`src/rtl/mem_arbiter_pkg.sv`:
```
// Shared encodings for the unified IF/LS memory port arbiter: FSM states,
// transaction owner and the empty byte mask.
package mem_arbiter_pkg;

  typedef enum logic [1:0] {
    IDLE = 2'd0,
    WAIT = 2'd1,
    RESP = 2'd2
  } state_t;

  typedef enum logic {
    OWN_IF = 1'b0,
    OWN_LS = 1'b1
  } owner_t;

  localparam logic [3:0] MEM_MASK_NONE = 4'h0;
  localparam int         CNT_W         = 4;

endpackage

```
`src/rtl/mem_arbiter_if.sv`:
```
// Requester (IF, LS) and memory-port signals of mem_arbiter. The master view
// belongs to the arbiter; the slave view belongs to the surrounding core/memory.
interface mem_arbiter_if #(
  parameter int ADDR_W = 32,
  parameter int DATA_W = 32
);

  logic              if_req;
  logic [ADDR_W-1:0] if_addr;
  logic              if_gnt;
  logic              if_rvalid;
  logic [DATA_W-1:0] if_rdata;

  logic              ls_req;
  logic              ls_we;
  logic [ADDR_W-1:0] ls_addr;
  logic [DATA_W-1:0] ls_wdata;
  logic [3:0]        ls_wmask;
  logic              ls_gnt;
  logic              ls_rvalid;
  logic [DATA_W-1:0] ls_rdata;

  logic              mem_req;
  logic              mem_we;
  logic [ADDR_W-1:0] mem_addr;
  logic [DATA_W-1:0] mem_wdata;
  logic [3:0]        mem_wmask;
  logic              mem_ack;
  logic [DATA_W-1:0] mem_rdata;

  logic              bus_err;

  modport master (
    input  if_req, if_addr,
    input  ls_req, ls_we, ls_addr, ls_wdata, ls_wmask,
    input  mem_ack, mem_rdata,
    output if_gnt, if_rvalid, if_rdata,
    output ls_gnt, ls_rvalid, ls_rdata,
    output mem_req, mem_we, mem_addr, mem_wdata, mem_wmask,
    output bus_err
  );

  modport slave (
    output if_req, if_addr,
    output ls_req, ls_we, ls_addr, ls_wdata, ls_wmask,
    output mem_ack, mem_rdata,
    input  if_gnt, if_rvalid, if_rdata,
    input  ls_gnt, ls_rvalid, ls_rdata,
    input  mem_req, mem_we, mem_addr, mem_wdata, mem_wmask,
    input  bus_err
  );

endinterface

```
`src/rtl/mem_arb_pick.sv`:
```
// Grant selection between fetch and load/store. Default build gives LS fixed
// priority; defining RR_ARB_EN alternates ties away from the last owner.
module mem_arb_pick
  import mem_arbiter_pkg::*;
(
  input  logic   if_req,
  input  logic   ls_req,
  input  logic   idle,
  input  owner_t last_owner,
  output logic   if_gnt,
  output logic   ls_gnt
);

  logic ls_win;

`ifdef RR_ARB_EN
  assign ls_win = ls_req & (~if_req | (last_owner == OWN_IF));
`else
  logic unused_last_owner;
  assign unused_last_owner = (last_owner == OWN_LS);
  assign ls_win            = ls_req;
`endif

  assign ls_gnt = idle & ls_win;
  assign if_gnt = idle & if_req & ~ls_win;

endmodule

```
`src/rtl/mem_arbiter.sv`:
```
// Shares one memory port between fetch and load/store with a single outstanding
// transaction and a WAIT timeout. Optional round-robin ties via RR_ARB_EN.
module mem_arbiter
  import mem_arbiter_pkg::*;
#(
  parameter int ADDR_W  = 32,
  parameter int DATA_W  = 32,
  parameter int TIMEOUT = 15
) (
  input  logic          clk,
  input  logic          rst,
  mem_arbiter_if.master bus
);

  localparam logic [CNT_W:0] TIMEOUT_CNT = TIMEOUT[CNT_W:0];

  state_t            state;
  state_t            state_next;
  owner_t            owner;
  logic              we_q;
  logic [ADDR_W-1:0] addr_q;
  logic [DATA_W-1:0] wdata_q;
  logic [DATA_W-1:0] rdata_q;
  logic [3:0]        mask_q;
  logic [CNT_W-1:0]  cnt;
  logic [CNT_W:0]    cnt_inc;
  logic              err_q;
  logic              idle;
  logic              in_wait;
  logic              in_resp;
  logic              timeout;
  logic              pick_if;
  logic              pick_ls;

  // The owner register doubles as the last-owner flag: it only changes on a grant.
  assign idle = (state == IDLE) & rst;

  mem_arb_pick u_pick (
    .if_req     (bus.if_req),
    .ls_req     (bus.ls_req),
    .idle       (idle),
    .last_owner (owner),
    .if_gnt     (pick_if),
    .ls_gnt     (pick_ls)
  );

  assign cnt_inc = {1'b0, cnt} + 1'b1;
  assign timeout = (cnt_inc == TIMEOUT_CNT);

  always_ff @(posedge clk) begin
    if (!rst) state <= IDLE;
    else      state <= state_next;
  end

  always_comb begin
    state_next = state;
    case (state)
      IDLE:    if (pick_if | pick_ls) state_next = WAIT;
      WAIT:    if (bus.mem_ack || timeout) state_next = RESP;
      RESP:    state_next = IDLE;
      default: state_next = IDLE;
    endcase
  end

  // An ack on the final WAIT cycle wins over the timeout abort.
  always_ff @(posedge clk) begin
    if (!rst) begin
      owner   <= OWN_IF;
      we_q    <= 1'b0;
      addr_q  <= '0;
      wdata_q <= '0;
      mask_q  <= MEM_MASK_NONE;
      rdata_q <= '0;
      cnt     <= '0;
      err_q   <= 1'b0;
    end else begin
      case (state)
        IDLE: begin
          if (pick_ls) begin
            owner   <= OWN_LS;
            we_q    <= bus.ls_we;
            addr_q  <= bus.ls_addr;
            wdata_q <= bus.ls_wdata;
            mask_q  <= bus.ls_we ? bus.ls_wmask : MEM_MASK_NONE;
          end else if (pick_if) begin
            owner   <= OWN_IF;
            we_q    <= 1'b0;
            addr_q  <= bus.if_addr;
            wdata_q <= '0;
            mask_q  <= MEM_MASK_NONE;
          end
        end
        WAIT: begin
          cnt <= cnt_inc[CNT_W-1:0];
          if (bus.mem_ack) begin
            rdata_q <= we_q ? '0 : bus.mem_rdata;
          end else if (timeout) begin
            err_q   <= 1'b1;
            rdata_q <= '0;
          end
        end
        RESP: begin
          cnt   <= '0;
          err_q <= 1'b0;
        end
        default: ;
      endcase
    end
  end

  assign in_wait = (state == WAIT);
  assign in_resp = (state == RESP);

  assign bus.if_gnt    = pick_if;
  assign bus.ls_gnt    = pick_ls;
  assign bus.mem_req   = in_wait;
  assign bus.mem_we    = in_wait & we_q;
  assign bus.mem_addr  = in_wait ? addr_q  : '0;
  assign bus.mem_wdata = in_wait ? wdata_q : '0;
  assign bus.mem_wmask = in_wait ? mask_q  : MEM_MASK_NONE;

  assign bus.if_rvalid = in_resp & (owner == OWN_IF);
  assign bus.ls_rvalid = in_resp & (owner == OWN_LS);
  assign bus.if_rdata  = bus.if_rvalid ? rdata_q : '0;
  assign bus.ls_rdata  = bus.ls_rvalid ? rdata_q : '0;
  assign bus.bus_err   = in_resp & err_q;

endmodule
```
`src/flat_wrapper.sv`:
```
// flat-port wrapper written by rule: the top's interface ports become plain ports
module mem_arbiter_flat import mem_arbiter_pkg::*;
#(
  parameter int ADDR_W  = 32,
  parameter int DATA_W  = 32,
  parameter int TIMEOUT = 15
)
  (clk, rst, bus_if_req, bus_if_addr, bus_ls_req, bus_ls_we, bus_ls_addr, bus_ls_wdata, bus_ls_wmask, bus_mem_ack, bus_mem_rdata, bus_if_gnt, bus_if_rvalid, bus_if_rdata, bus_ls_gnt, bus_ls_rvalid, bus_ls_rdata, bus_mem_req, bus_mem_we, bus_mem_addr, bus_mem_wdata, bus_mem_wmask, bus_bus_err);
  mem_arbiter_if #(.ADDR_W(ADDR_W), .DATA_W(DATA_W)) bus_i ();
  input  logic clk;
  input  logic rst;
  input wire logic [$bits(bus_i.if_req)-1:0] bus_if_req;
  input wire logic [$bits(bus_i.if_addr)-1:0] bus_if_addr;
  input wire logic [$bits(bus_i.ls_req)-1:0] bus_ls_req;
  input wire logic [$bits(bus_i.ls_we)-1:0] bus_ls_we;
  input wire logic [$bits(bus_i.ls_addr)-1:0] bus_ls_addr;
  input wire logic [$bits(bus_i.ls_wdata)-1:0] bus_ls_wdata;
  input wire logic [$bits(bus_i.ls_wmask)-1:0] bus_ls_wmask;
  input wire logic [$bits(bus_i.mem_ack)-1:0] bus_mem_ack;
  input wire logic [$bits(bus_i.mem_rdata)-1:0] bus_mem_rdata;
  output wire logic [$bits(bus_i.if_gnt)-1:0] bus_if_gnt;
  output wire logic [$bits(bus_i.if_rvalid)-1:0] bus_if_rvalid;
  output wire logic [$bits(bus_i.if_rdata)-1:0] bus_if_rdata;
  output wire logic [$bits(bus_i.ls_gnt)-1:0] bus_ls_gnt;
  output wire logic [$bits(bus_i.ls_rvalid)-1:0] bus_ls_rvalid;
  output wire logic [$bits(bus_i.ls_rdata)-1:0] bus_ls_rdata;
  output wire logic [$bits(bus_i.mem_req)-1:0] bus_mem_req;
  output wire logic [$bits(bus_i.mem_we)-1:0] bus_mem_we;
  output wire logic [$bits(bus_i.mem_addr)-1:0] bus_mem_addr;
  output wire logic [$bits(bus_i.mem_wdata)-1:0] bus_mem_wdata;
  output wire logic [$bits(bus_i.mem_wmask)-1:0] bus_mem_wmask;
  output wire logic [$bits(bus_i.bus_err)-1:0] bus_bus_err;
  assign bus_i.if_req = bus_if_req;
  assign bus_i.if_addr = bus_if_addr;
  assign bus_i.ls_req = bus_ls_req;
  assign bus_i.ls_we = bus_ls_we;
  assign bus_i.ls_addr = bus_ls_addr;
  assign bus_i.ls_wdata = bus_ls_wdata;
  assign bus_i.ls_wmask = bus_ls_wmask;
  assign bus_i.mem_ack = bus_mem_ack;
  assign bus_i.mem_rdata = bus_mem_rdata;
  assign bus_if_gnt = bus_i.if_gnt;
  assign bus_if_rvalid = bus_i.if_rvalid;
  assign bus_if_rdata = bus_i.if_rdata;
  assign bus_ls_gnt = bus_i.ls_gnt;
  assign bus_ls_rvalid = bus_i.ls_rvalid;
  assign bus_ls_rdata = bus_i.ls_rdata;
  assign bus_mem_req = bus_i.mem_req;
  assign bus_mem_we = bus_i.mem_we;
  assign bus_mem_addr = bus_i.mem_addr;
  assign bus_mem_wdata = bus_i.mem_wdata;
  assign bus_mem_wmask = bus_i.mem_wmask;
  assign bus_bus_err = bus_i.bus_err;
  mem_arbiter #(.ADDR_W(ADDR_W), .DATA_W(DATA_W), .TIMEOUT(TIMEOUT)) u_core (.clk(clk), .rst(rst), .bus(bus_i));
endmodule
```
`config.mk`:
```
export PLATFORM = sky130hd
export DESIGN_NAME = mem_arbiter_flat
export DESIGN_NICKNAME = d
export VERILOG_FILES = /design/src/rtl/mem_arbiter_pkg.sv /design/src/rtl/mem_arbiter_if.sv /design/src/rtl/mem_arb_pick.sv /design/src/rtl/mem_arbiter.sv /design/src/flat_wrapper.sv
export SDC_FILE = /design/constraint.sdc
export NUM_CORES = 1
export LEC_CHECK = 0
export CAP_MARGIN = 25
export CORE_MARGIN = 1
export CORE_UTILIZATION = 35
export DETAILED_ROUTE_END_ITERATION = 8
export PLACE_DENSITY = 0.76
export SYNTH_ARGS = -nofsm -noshare
export SYNTH_HDL_FRONTEND = slang
export SYNTH_SLANG_ARGS = --single-unit
```
`constraint.sdc`:
```
create_clock -name clk -period 1.61 [get_ports clk]
set_input_delay 0.322 -clock clk [delete_from_list [all_inputs] [get_ports clk]]
set_output_delay 0.322 -clock clk [all_outputs]
set_load 0.01 [all_outputs]
```
# Word-level counts from Yosys, hierarchy flattened
# Cells that the tools add are included.
totals:
  ff_bits: 109
  latch_bits: 0
  ram_bits: 0
  romBits: 0
  in_bits: 138
  output_inout_bits: 139
  mem_count: 0
op_classes:
  n_addsub: 1
  n_mul: 0
  n_div: 0
  order_cmp: 0
  eq_ne: 7
  shift: 0
  mux: 25
  n_bitwise: 11
  reduce_logical: 9
op_table:
  columns: ["operator", "count"]
  rows:
  - ["32-bit 2-to-1 mux", 11]
  - ["4-bit 2-to-1 mux", 4]
  - ["1-bit AND", 8]
  - ["2-bit != test (second input constant)", 4]
  - ["4-bit case mux with 2 select lines", 1]
  - ["2-bit AND reduction", 3]
  - ["2-bit nonzero test", 3]
  - ["4-bit by 1-bit adder with 5-bit output (second input constant)", 1]
  - ["5-bit by 4-bit == test with 1-bit output (second input constant)", 1]
  - ["1-bit 2-to-1 mux", 5]
  - ["2-bit 2-to-1 mux", 2]
  - ["2-bit case mux with 2 select lines", 1]
  - ["3-bit AND reduction", 1]
  - ["2-bit by 1-bit == test with 1-bit output (second input constant)", 1]
  - ["2-bit == test (second input constant)", 1]
  - ["2-bit zero test", 1]
  - ["1-bit NOT", 2]
  - ["1-bit case mux with 2 select lines", 1]
  - ["1-bit logical OR", 1]
  - ["1-bit OR", 1]

# Logic depth before layout (Yosys ltp)
# Gate-level depths: netlist of the first run.
depth:
  depth_word: 7
  depth_mapped: 8
  mapped_depth_nobuf: 6

# By module
# A second synthesis of the first run with hierarchy kept.
unflattened:
  cells_unflattened: 588
  hier_area_um2: 5159.9
modules_own_cells:
  columns: ["mod", "n_inst", "cells_each", "area_each_um2", "seq_area_each_um2"]
  rows:
  - ["mem_arbiter", 1, 586, 5143.7, 2182.1]
  - ["mem_arb_pick", 1, 2, 16.3, 0.0]

# Worst setup path before layout of the first run
# Ideal clock, no wire load.
synth_timing:
  kind: "register -> register"
  from: "reg u_core.state[1]"
  to: "reg u_core.rdata_q[10]"
  setup_ns: 0.058
  arrival_ns: 1.668
  setup_slack_ns: -0.116
  path_stages_with_launch: 8
  path_buffers: 2
  path_cell_list: "dfxtp_1 -> inv_1 -> ha_1 -> buf_4 -> inv_1 -> nor3_1 -> clkbuf_1 -> a22o_2"
synth_between:
  elab_chain_len: 2
synth_rtl:
  columns: ["item", "line", "text"]
  rows:
  - ["start: declaration", "mem_arbiter.sv:17", "state_t state;"]
  - ["start signal: assignment", "mem_arbiter.sv:52", "else state <= state_next;"]
  - ["2-bit by 1-bit == test with 1-bit output", null, null]
  - ["net bus_mem_req", "flat_wrapper.sv:27", "output wire logic [$bits(bus_i.mem_req)-1:0] bus_mem_req;"]
  - ["2-bit AND reduction (no source line)", null, null]
  - ["end signal: assignment", "mem_arbiter.sv:96", "rdata_q <= we_q ? '0 : bus.mem_rdata;"]
  - ["end: declaration", "mem_arbiter.sv:23", "logic [DATA_W-1:0] rdata_q;"]
# The timed path passes the listed nets, and every way through them passes these cells.
# A chain may end at the register's enable or synchronous reset.

# Final worst setup path of the first run
layout_timing:
  from: "reg u_core.state[0]"
  to: "out bus_mem_wdata[18]"
layout_between:
  elab_chain_len: 2
layout_rtl:
  columns: ["item", "line", "text"]
  rows:
  - ["2-bit by 1-bit == test with 1-bit output", "mem_arbiter.sv:111", "assign in_wait = (state == WAIT);"]
  - ["32-bit 2-to-1 mux", "mem_arbiter.sv:119", "assign bus.mem_wdata = in_wait ? wdata_q : '0;"]
  - ["end: declaration", "flat_wrapper.sv:30", "output wire logic [$bits(bus_i.mem_wdata)-1:0] bus_mem_wdata;"]
# No other way between the ends.

==> impl_results.md, run 1 <==
* Metal2 WL at 10700 µm
* Total gr overflow at 0
* First-pass GRT wire length at between 30000 and 40000 µm
* Uppermost routed layer: met4
* Fin crit share at 121%
* I/O pins at 277
* M1 wire length at 8760 µm
* Crit start category: flop
* Final WL at 21700 µm
* Clk_skew at 0.00784 ns
* Setup slack after layout at -0.344 ns
* Die ar. at 15000 µm²
* PnR Total Power at between 0.01 and 0.015 W
* Ys async rst share at 0%
* Clock slew at reported path FFs at ~0.070 ns
* Avg Synthesized Cell Area at 8.55 µm²
* CTS Root Cell: clkbuf_16
* Filler cells at around 1.0k
* Longest Clk Path Bufs at 2
* Post-synth EDFFs at 0
* # DRC at 0
* Register area share after synthesis at 43.0%
* Routed len/inst at 19.5 µm
* Vias in the first global route at 5747
* PortBufs at 276
* GRT Total Usage at 27.6%
* Via/cell ratio at about 5.2
* Post-synthesis register bit count at 109
* Synth Instances at 593
* Area Growth Syn to Fin at 98.7%
* Final Hold Fails at 0
* CTS tree: built
* # rows at between 40 and 50
* CP arrival at 1.63 ns
* RSZ-0062 raised after global routing: true
* DR vias at 5818
* Share of layout cells above drive strength 1 at a little under half
* PD cells at approximately 1100 nW/µm²
* Max VDD drop at 0.767 mV
* CP Capture Type: output pin
* Fin crit period at 1.95 ns
* CTS Sinks at 109
* Share of the synthesized area in the top cell type at a little over two fifths
* Static leakage at 4.41 nW
* Hold Path Class: reg2reg
* Post-Syn Area at slightly above 5000 µm²
* Worst slew margin at 74.7%
* Top post-synthesis cells by area: dfxtp_1 43%, and2_1 13%, a22o_2 6.3%
* Placed Cells at 1038
* Clk_lat worst skew at 0.36 ns
* Largest net degree at the start of global routing at 33
* Die width at 122 µm
* H-tree Lvls at 3
* Drt first pass iters at 5
* Slew Viols, Final at 0
* Failing checks: negative setup slack
* Initial Util at between 30% and 40%
* Post-synth top cells: 109 x dfxtp_1, 103 x and2_1, 77 x nor2_1
* Worst path required time at 1.29 ns
* Non-Filler Instances at ~1.1k
* Number of setup violations in the final report at around 240
* Post-route ant nets at 0
* Critical path type: reg2out
* Syn nets at 737
* Status: complete, but fails checks
* Dpl ws at -0.418 ns
* Final net count at 1074
* Detailed Place HPWL at around 11000 µm
* Crit Path Max Fanout at 7
* Worst-margin pin slew at 0.379 ns
* Highest clock rate at 512 MHz
* Routed met3 length at 1610 µm
* Post-synth cell types at 38
* Area leader, netlist: dfxtp_1
* Ys flop type: dfxtp_1
* Core region area at 14000 µm²
* Synth Warn # at 0
* Cell with the most instances after synthesis: dfxtp_1
* Iter 0 DRT Violations at 353
* Max cap viols at 0
* CTS Buf Count at 9
* Die H at roughly 120 µm
* Routability cong. at 0.841
* Hold buffers post-CTS at 0
* Initial antenna violation count at 1
-- area by class of cell --
cell class,count,area [µm²],share of cell area (%)
antenna,1,2.50,0.0248
clock buffer,10,239,2.37
clock inverter,6,93.8,0.931
inverter,8,42.5,0.422
multi-input combinational,424,3240,32.1
sequential,109,2190,21.8
tap,180,225,2.23
timing repair buffer,378,4040,40.1
-- what timing repair did --
item                                    CTS  global route
pin swaps                                50            17
endpoints found under the setup margin  242           243
resized for setup                       757            73
buffers inserted                         29            12
gates cloned                             24             6
-- critical path, cell delays in order, from the launching register on --
cell	delay [ns]
dfxtp_2	0.33
buf_4	0.14
ha_4	0.20
buf_12	0.16
clkbuf_16	0.16
and2_4	0.16
buf_6	0.12
-- sequential cells by signal (all words and copies together), names as in the netlist --
signal	count
u_core.we_q	1
u_core.addr_q	32
u_core.rdata_q	32
u_core.wdata_q	32
u_core.state	2
u_core.cnt	4
u_core.err_q	1
u_core.mask_q	4
u_core.owner	1
-- through the flow --
stage                     setup TNS [ns]  util (%)  hold slack [ns]  area [µm²]
after global routing              -60.47      72.0            0.503       10100
after floorplan                        0         -            0.446        5090
after detailed placement          -70.17      58.9            0.479        8250
final                             -44.82      72.0            0.484       10100
after global placement            -67.62      58.9            0.462        8250
after CTS                         -48.08      69.1            0.486        9670
-- power by group --
part,internal (W),leakage [nW],switching (W)
clock,0.00142,0.160,0.00108
combinational,0.00292,3.36,0.00230
sequential,0.00314,0.893,0.000304
-- cells by family after synthesis --
kind of cell	synth area share [%]
adder cells (fa/ha/maj)	1.48
buffers and inverters	5.33
AND/OR/NAND/NOR	29.5
multiplexers	0.888
AO/OA/AOI/OAI	19.7
flip-flops	43.0
-- worst paths after layout --
check	start	endpoint	slack, ns	cells past startpoint
hold / removal	u_core.addr_q[24]	u_core.addr_q[24]	0.48	2
setup / recovery	u_core.state[0]	bus_mem_wdata[18]	-0.34	6
setup reg to reg	u_core.state[1]	u_core.wdata_q[11]	-0.19	10
hold reg to reg	u_core.addr_q[24]	u_core.addr_q[24]	0.48	2
-- cell usage in the layout (no fill, tap or decap), types with 3 or more instances in the layout --
master and count:
clkdlybuf4s50_1 137, dfxtp_1 104, buf_2 79, buf_6 76, nor2_1 74, nand2_1 71
and2_1 63, and2_4 40, buf_4 36, a22oi_2 33, a22o_2 25, a311oi_1 24
buf_12 21, and3_4 18, buf_16 18, and3_1 14, clkbuf_16 14, a311oi_2 8
a22o_4 7, ha_4 5, buf_8 5, inv_6 4, inv_1 3, mux2i_1 3
a22oi_1 3, a32oi_2 3, dfxtp_2 3
-- layer usage --
| metal | track usage [%] | vias to the layer above |
|---|---|---|
| li1 | - | 2732 |
| met1 | 32.8 | 2781 |
| met2 | 47.3 | 251 |
| met3 | 6.88 | 54 |
| met4 | 10.9 | 0 |
| met5 | 0 | - |
(Power assumes the default switching activity.)
==> inputs of run 2 (changes only) <==
--- a/config.mk
+++ b/config.mk
@@ -9,6 +9,7 @@
 export CORE_MARGIN = 1
 export CORE_UTILIZATION = 35
 export DETAILED_ROUTE_END_ITERATION = 8
+export MAX_ROUTING_LAYER = met4
 export PLACE_DENSITY = 0.76
 export SYNTH_ARGS = -nofsm -noshare
 export SYNTH_HDL_FRONTEND = slang
==> run 2 against run 1 <==
Compared with the run above: the flow still finishes with violations (negative setup slack); hold slack hardly changed; global-route usage is 0.81 points higher; design area hardly changed; critical path depth stayed put; sequential share of layout area hardly changed; final cell count is 0.18% higher; die area stayed put; sequential power hardly changed; critical endpoint unchanged.
==> impl_results.md, run 2 (synthesis results as in run 1) <==
* CTS Buf Count at 9 (unchanged)
* I/O pins at 277 (unchanged)
* Routed len/inst at 19.7 µm (+1.3%)
* Most common cell after layout, fill and taps aside: clkdlybuf4s50_1
* H-tree Lvls at 3 (unchanged)
* Largest net degree at the start of global routing at 33 (unchanged)
* Worst-margin pin slew at 0.384 ns (+0.00515 ns)
* Drt first pass iters at 4 (-1)
* First-pass GRT wire length at 31300 µm (-0.22%)
* Max cap viols at 0 (unchanged)
* Final WL at 22000 µm (+1.5%)
* Die width at 122 µm (unchanged)
* Filler cells at 1033 (+0.19%)
* Number of setup violations in the final report at 241 (-0.41%)
* Clk_skew at 0.00768 ns (-0.000154 ns)
* Longest Clk Path Bufs at 2 (unchanged)
* Total gr overflow at 0 (unchanged)
* CP Capture Type: output pin
* CTS tree: built
* PnR Total Power at 0.0112 W (+0.56%)
* CTS Root Cell: clkbuf_16
* Clock slew at reported path FFs at 0.08 ns (about the same)
* Status: complete, but fails checks
* Final Hold Fails at 0 (unchanged)
* DR vias at 5811 (-0.12%)
* Final net count at 1076 (+0.19%)
* CP arrival at 1.63 ns (about the same)
* Worst path required time at 1.29 ns (about the same)
* Area of the multi-input gates at 3230 µm² (-0.31%)
* Post-route ant nets at 0 (unchanged)
* Fin crit period at 1.95 ns (-0.00150 ns)
* PD cells at 1110 nW/µm² (+0.65%)
* # DRC at 0 (unchanged)
* Crit Path Max Fanout at 7 (unchanged)
* Critical path type: reg2out
* Clk_lat worst skew at 0.36 ns (about the same)
* Dpl ws at -0.418 ns (unchanged)
* Core region area at 14000 µm² (unchanged)
* Failing checks: negative setup slack
* RSZ-0062 raised after global routing: true
* Hold buffers post-CTS at 0 (unchanged)
* CTS Sinks at 109 (unchanged)
* Initial antenna violation count at 1 (unchanged)
* Routability cong. at 0.854 (+1.5%)
* PortBufs at 276 (unchanged)
* Crit start category: flop
* GRT Total Usage at 28.4% (+0.81 points)
* Max VDD drop at 0.756 mV (-1.4%)
* Initial Util at 36.3% (unchanged)
* Iter 0 DRT Violations at 387 (+9.6%)
* Commonest cells after routing, fill and taps aside: 137 x clkdlybuf4s50_1, 104 x dfxtp_1, 82 x buf_2, 74 x nor2_1, 73 x buf_6
* Highest clock rate at 512 MHz (about the same)
* # rows at 43 (unchanged)
* Die ar. at 15000 µm² (unchanged)
* Die H at 122 µm (unchanged)
* Seq. cell area at 2190 µm² (unchanged)
* Via/cell ratio at 5.20 (-0.30%)
* Static leakage at 4.41 nW (+0.13%)
* Slew Viols, Final at 0 (unchanged)
* Hold Path Class: reg2reg
* Worst slew margin at 74.4% (-0.34 points)
* Setup slack after layout at -0.342 ns (+0.00150 ns)
* Vias in the first global route at 5751 (+0.070%)
* Area Growth Syn to Fin at 98.5% (about the same)
* Largest registers: u_core.addr_q: 32 flops, u_core.rdata_q: 32 flops, u_core.wdata_q: 32 flops
* Fin crit share at 121% (about the same)
* Detailed Place HPWL at 11500 µm (unchanged)
* Share of layout cells above drive strength 1 at 45.4% (-0.31 points)
-- run 2: cell types whose count changed in the layout (fill, tap and decap cells not counted), sizes merged --
| cell | before | now |
|---|---|---|
| clkbuf | 15 | 16 |
| buf | 235 | 236 |
-- run 2: final timing paths --
path / slack (ns) / depth (start not counted) / end / from
worst max register to register: -0.25 / 11 / u_core.addr_q[4] / u_core.state[0]
worst min register to register: 0.48 / 2 / u_core.addr_q[24] / u_core.addr_q[24]
worst max-delay path: -0.34 / 6 / bus_mem_wdata[18] / u_core.state[0]
worst min-delay path: 0.48 / 2 / u_core.addr_q[24] / u_core.addr_q[24]
-- run 2: critical path: stages, from the launching register on --
cell	delay, ns
dfxtp_2	0.33
buf_4	0.14
ha_4	0.20
buf_12	0.16
clkbuf_16	0.16
and2_4	0.16
buf_6	0.12
-- run 2: layout make-up --
cell class | count | area share, %
clock buffers | 10 | 2.37
clock inverters | 6 | 0.932
repair buffers | 380 | 40.2
diodes | 1 | 0.0249
multi-input cells | 424 | 32.1
flip-flops and latches | 109 | 21.8
inverters | 8 | 0.423
well taps | 180 | 2.24
-- run 2: power by group --
part	total [W]	internal, W	switching (W)
sequential	0.00344	0.00314	0.000305
combinational	0.00528	0.00295	0.00233
clock	0.00250	0.00142	0.00108
total	0.0112	0.00751	0.00372
-- run 2: timing repair --
| action | in CTS | in global routing |
|---|---|---|
| gates resized for setup | 757 | 68 |
| buffers inserted | 29 | 13 |
| pin swaps | 50 | 17 |
| cloned | 24 | 7 |
| setup endpoints to repair | 242 | 243 |
-- run 2: per-stage QoR --
| step | utilization [%] | cells | TNS, ns | instance area [µm²] | hold WS [ns] |
|---|---|---|---|---|---|
| 3_3_place_gp | 58.9 | 1038 | -67.62 | 8250 | 0.462 |
| 4_1_cts | 69.1 | 1105 | -48.08 | 9670 | 0.486 |
| 3_5_place_dp | 58.9 | 1038 | -70.17 | 8250 | 0.479 |
| 2_1_floorplan | - | 593 | 0 | 5090 | 0.446 |
| 6_report | 72.0 | 1118 | -47.91 | 10100 | 0.484 |
| 5_1_grt | 72.0 | 1118 | -60.93 | 10100 | 0.512 |
-- run 2: metal layers --
layer	routed length, µm	GRT usage, %	vias to the layer above
met3	1580	5.76	51
met5	0	-	-
met4	648	10.8	0
met1	8960	33.5	2776
li1	-	-	2741
met2	10800	47.4	243
==> inputs of run 3 (changes only) <==
--- a/config.mk
+++ b/config.mk
@@ -8,6 +8,7 @@
 export CAP_MARGIN = 25
 export CORE_MARGIN = 1
 export CORE_UTILIZATION = 35
+export CTS_CLUSTER_SIZE = 25
 export DETAILED_ROUTE_END_ITERATION = 8
 export MAX_ROUTING_LAYER = met4
 export PLACE_DENSITY = 0.76
==> results of run 3 <==
Final layout, timing and power as in run 2 (identical DEF).
